--- src/rtl/count_seq_ctrl.sv ---
// Sequencer for an external 7-bit counter: clear, count to a latched target, pulse done.
// Optional REPEAT_EN macro adds a reps port and re-runs the count reps extra times before done.
module count_seq_ctrl (
  input  logic       CLK,
  input  logic       RST_N,
  input  logic       start,
  input  logic [6:0] max_count,
  input  logic       pause,
  input  logic [6:0] count_in,
`ifdef REPEAT_EN
  input  logic [3:0] reps,
`endif
  output logic       cnt_en,
  output logic       cnt_clr,
  output logic       busy,
  output logic       done,
  output logic       err
);

  typedef enum logic [1:0] {IDLE, CLEAR, COUNT, DONE} state_t;

  localparam logic [6:0] MaxTarget = 7'd99;

  state_t     state_q, state_d;
  logic [6:0] target_q, target_d;
  logic       err_q, err_d;
`ifdef REPEAT_EN
  logic [3:0] remain_q, remain_d;
`endif

  always_comb begin
    state_d  = state_q;
    target_d = target_q;
    err_d    = err_q;
`ifdef REPEAT_EN
    remain_d = remain_q;
`endif
    case (state_q)
      IDLE: begin
        if (start) begin
          target_d = (max_count > MaxTarget) ? MaxTarget : max_count;
          err_d    = (max_count > MaxTarget);
`ifdef REPEAT_EN
          remain_d = reps;
`endif
          state_d  = CLEAR;
        end
      end
      CLEAR: state_d = COUNT;
      // Pause only masks the enable; reaching the target ends the run even while paused.
      COUNT: begin
        if (count_in >= target_q) state_d = DONE;
      end
      DONE: begin
`ifdef REPEAT_EN
        if (remain_q != '0) begin
          remain_d = remain_q - 4'd1;
          state_d  = CLEAR;
        end else begin
          state_d  = IDLE;
        end
`else
        state_d = IDLE;
`endif
      end
      default: state_d = IDLE;
    endcase
  end

  always_ff @(posedge CLK or negedge RST_N) begin
    if (!RST_N) begin
      state_q  <= IDLE;
      target_q <= '0;
      err_q    <= 1'b0;
`ifdef REPEAT_EN
      remain_q <= '0;
`endif
    end else begin
      state_q  <= state_d;
      target_q <= target_d;
      err_q    <= err_d;
`ifdef REPEAT_EN
      remain_q <= remain_d;
`endif
    end
  end

  // Outputs decode the registered state so reset forces them low immediately.
  always_comb begin
    cnt_clr = (state_q == CLEAR);
    cnt_en  = (state_q == COUNT) && !pause && (count_in < target_q);
    busy    = (state_q != IDLE);
`ifdef REPEAT_EN
    done    = (state_q == DONE) && (remain_q == '0);
`else
    done    = (state_q == DONE);
`endif
    err     = err_q;
  end

endmodule

--- config.mk ---
export PLATFORM = sky130hd
export DESIGN_NAME = count_seq_ctrl
export DESIGN_NICKNAME = d
export VERILOG_FILES = /design/src/rtl/count_seq_ctrl.sv
export SDC_FILE = /design/constraint.sdc
export NUM_CORES = 1
export LEC_CHECK = 0
export BUFFER_PORTS_ARGS = -buffer_cell sky130_fd_sc_hd__buf_2
export CORE_MARGIN = 2
export CORE_UTILIZATION = 40
export DETAILED_ROUTE_END_ITERATION = 10
export HOLD_SLACK_MARGIN = 0.08
export PLACE_DENSITY = 0.78
export SLEW_MARGIN = 20
export SYNTH_ARGS = -nofsm -noshare
export SYNTH_HDL_FRONTEND = slang
export SYNTH_SLANG_ARGS = --single-unit
--- constraint.sdc ---
create_clock -name CLK -period 1.6 [get_ports CLK]
set_input_delay 0.16 -clock CLK [delete_from_list [all_inputs] [get_ports CLK]]
set_output_delay 0.16 -clock CLK [all_outputs]
set_load 0.02 [all_outputs]
==> metrics.md <==
| Metric | Value |
|---|---|
| Syn-to-layout area delta | 45.6% |
| Worst reg2reg startpoint | target_q[4] |
| Pwr/cell area | about 1800 nW/um^2 |
| Avg Inst Size Synth | roughly 9.4 um^2 |
| Routability-driven placement congestion ratio | 0.806 |
| Post-synthesis sequential area ratio | 0.351 |
| Gr usage total | 0.184 |
| Initial Util | 0.418 |
| Nets | between 100 and 150 |
| Yosys reg bits | 10 |
| Cells on worst reg2reg path | 8 |
| Worst path cell trace | inv_2, ha_4, a211o_1, a21o_1, nor3_2, buf_4 |
| Skew final | 1.88 ps |
| Max-Cap Viols | 0 |
| Top cell type's share of synthesized area | 0.351 |
| Post-route ant nets | 0 |
| Internal | between 1 and 1.5 mW |
| Final wirelength | roughly 1800 um |
| TritonCTS buffer count | 3 |
| Core area | 1710 um^2 |
| CTS H-tree lvls | 1 |
| I/O Buffers | 22 |
| First-pass GRT wire length | about 2700 um |
| Hold WC Path Type | in -> reg |
| Cell count after synthesis | 76 |
| YS warnings | 0 |
| CP Max Fanout | 2 |
| Critical path class | reg -> out |
| Area after DPL | approximately 900 um^2 |
| Final period utilization | 1.15 |
| DR vias | a little over 700 |
| Vias in the first global route | between 600 and 700 |
| Placed Cells | 128 |
| 1st-pass router iterations | 4 |
| Worst-Skew Late Latency | roughly 260 ps |
| Status | finished with violations |
| Critical path data arrival time | 1670 ps |
| Total gr overflow | 0 |
| Failing checks | negative setup slack |
| DRT iter0 DRCs | 25 |
| WL/cell | ~13 um |
| Clock share of power | 0.118 |
| Largest net degree at the start of global routing | 11 |
| Initial antenna violation count | 0 |
| Fin. Hold Viols | 0 |
| Final worst-path setup slack | -233 ps |
| Unrepaired setup endpoints after global routing | yes |
| Final Power | 1.91 mW |
| Die ar. | roughly 2100 um^2 |
| Slew @ Worst Pin | between 400 and 500 ps |
| FMAX | 545 MHz |
| Die H | 46.2 um |
| Switching power share of the total | 0.418 |
| Row Count | 15 |
| Io pins | 23 |
| CTS tree | yes |
| Max Slew Vio Count | 0 |
| VDD IR max | 0.00101 V |
| Hold Path Depth | 2 |
| Tmin final | roughly 1800 ps |
| Setup crit start kind | flip-flop |
| Clock Path Buffers | 2 |
| CP required | about 1400 ps |
| Setup violators final | 3 |
| Synthesized cell area | roughly 700 um^2 |
| Most area-consuming cells after synthesis | dfrtp_1, ha_1, inv_1 |
| Sw Pwr | 0.799 mW |
| CP peak stage delay | 390 ps |
| Cell taking the most area after synthesis | dfrtp_1 |
| Leak | ~0.53 nW |
| DRC | 0 |
| Setup TNS | -552 ps |
| Worst flop-to-flop path endpoint | state_q[0] |
| Slew HR | 0.732 |
| Share of layout cells above drive strength 1 | 0.464 |
| Detailed Place HPWL | ~1300 um |
| Sinks on Clock Net | 10 |
| Via density | 5.14 |
| Worst setup path end | cnt_en |
| Critical path origin | target_q[4] |
| Post-Layout Cell Count | around 140 |
| CP Capture Type | primary output |
| Clock-pin slew on the worst setup and hold paths | approximately 70 ps |
| Reg2Reg Setup Slack | -180 ps |
| Die Width | approximately 46 um |
| Syn Nets | 106 |
| Design area | slightly above 1000 um^2 |
| Synth unique cells | 25 |
| # diodes | 0 |
| Sequential share of power | 0.240 |
| Slowest cell on the critical path | dfrtp_1 |
| Combinational share of power | 0.642 |
| CTS Root Cell | clkbuf_4 |
-- cell usage in the layout (no fill, tap or decap), drive strengths merged --
master / n
a222oi: 1
a22o: 3
or3: 1
o21a: 1
buf: 31
ha: 12
mux2: 2
o21ai: 2
dfrtp: 10
or2b: 1
nor3b: 1
a21o: 1
nand2b: 1
nand4: 1
and2: 1
nand2: 7
nor3: 3
dlygate4sd3: 1
a211o: 1
clkbuf: 4
a21oi: 4
and2b: 1
a211oi: 2
inv: 12
o311ai: 1
nor2b: 2
nand3: 5
-- registers in the layout, summed over array words and instances, names as in the netlist --
register,flops
target_q,7
state_q,2
err,1
-- timing repair --
item | in CTS | in global routing
setup buffers | 2 | 2
hold buffers | 1 | 0
gates cloned | 0 | 0
endpoints found under the setup margin | 2 | 6
pin swaps | 4 | 5
hold endpoints to repair | 10 | 0
resized for setup | 8 | 7
-- worst max-delay path: cells and delay by family, from the launching register on --
family / cells / cell delay (ps)
DFF: 1 / 390
buffers and inverters: 2 / 230
and+or+nand+nor: 1 / 140
AOI/OAI and AO/OA: 2 / 460
adders and majority gates: 1 / 190
-- Yosys cell counts (all sizes together) --
cell type / n
nand2b: 1
or2b: 1
and2b: 1
or3: 1
mux2: 2
a22o: 3
a211oi: 2
nor3b: 1
nand3: 5
nand4: 1
ha: 12
a222oi: 1
nand2: 7
and2: 1
o21ai: 2
nor3: 3
a21o: 1
dfrtp: 10
nor2b: 2
o311ai: 1
o21a: 1
a21oi: 4
inv: 12
a211o: 1
-- stage by stage --
stage / hold slack (ps) / worst slack (ps) / utilization
CTS: 130 / -282 / 0.582
finish: 130 / -233 / 0.608
floorplan: -136 / 18.6 / -
global placement: 25.7 / 11.1 / 0.525
global route: 125 / -322 / 0.608
detailed placement: 33.9 / -42.0 / 0.525
-- metal layers --
| layer | up-vias | GRT usage | wire length [um] |
|---|---|---|---|
| met5 | - | 0 | 0 |
| met4 | 0 | 0.103 | 66 |
| met3 | 9 | 0.0314 | 87 |
| met2 | 31 | 0.328 | 975 |
| met1 | 323 | 0.201 | 693 |
| li1 | 341 | - | - |
-- cell families (layout without fill, tap and decap cells) --
family	Yosys count	count (layout)	share of synthesized area
fa+ha+maj	12	12	0.211
flops	10	10	0.351
simple gates	24	24	0.184
mux	2	2	0.0316
compound gates	16	16	0.160
buf+inv	12	48	0.0632
-- layout make-up --
type | count | area [um^2]
clock buffers | 4 | 36.3
repair buffers | 32 | 194
well taps | 25 | 31.3
inverters | 12 | 45.0
fillers | 145 | 669
multi-input cells | 54 | 482
flip-flops and latches | 10 | 250
-- power by group through the flow --
stage | combinational [mW] | sequential, mW | clock (mW)
finish | 1.23 | 0.459 | 0.225
global route | 1.34 | 0.476 | 0.242
CTS | 1.10 | 0.454 | 0.228
detailed placement | 0.972 | 0.458 | 0
global placement | 0.925 | 0.449 | 0
floorplan | 0.654 | 0.456 | 0
-- worst min path at each step --
stage / from / slack [ps] / to
3_5_place_dp: RST_N / 30 / target_q[5]
4_1_cts: max_count[4] / 130 / target_q[4]
3_3_place_gp: RST_N / 30 / target_q[5]
5_1_grt: max_count[4] / 130 / target_q[4]
6_report: max_count[4] / 130 / target_q[4]
2_1_floorplan: RST_N / -140 / err
(Power assumes the default switching activity.)
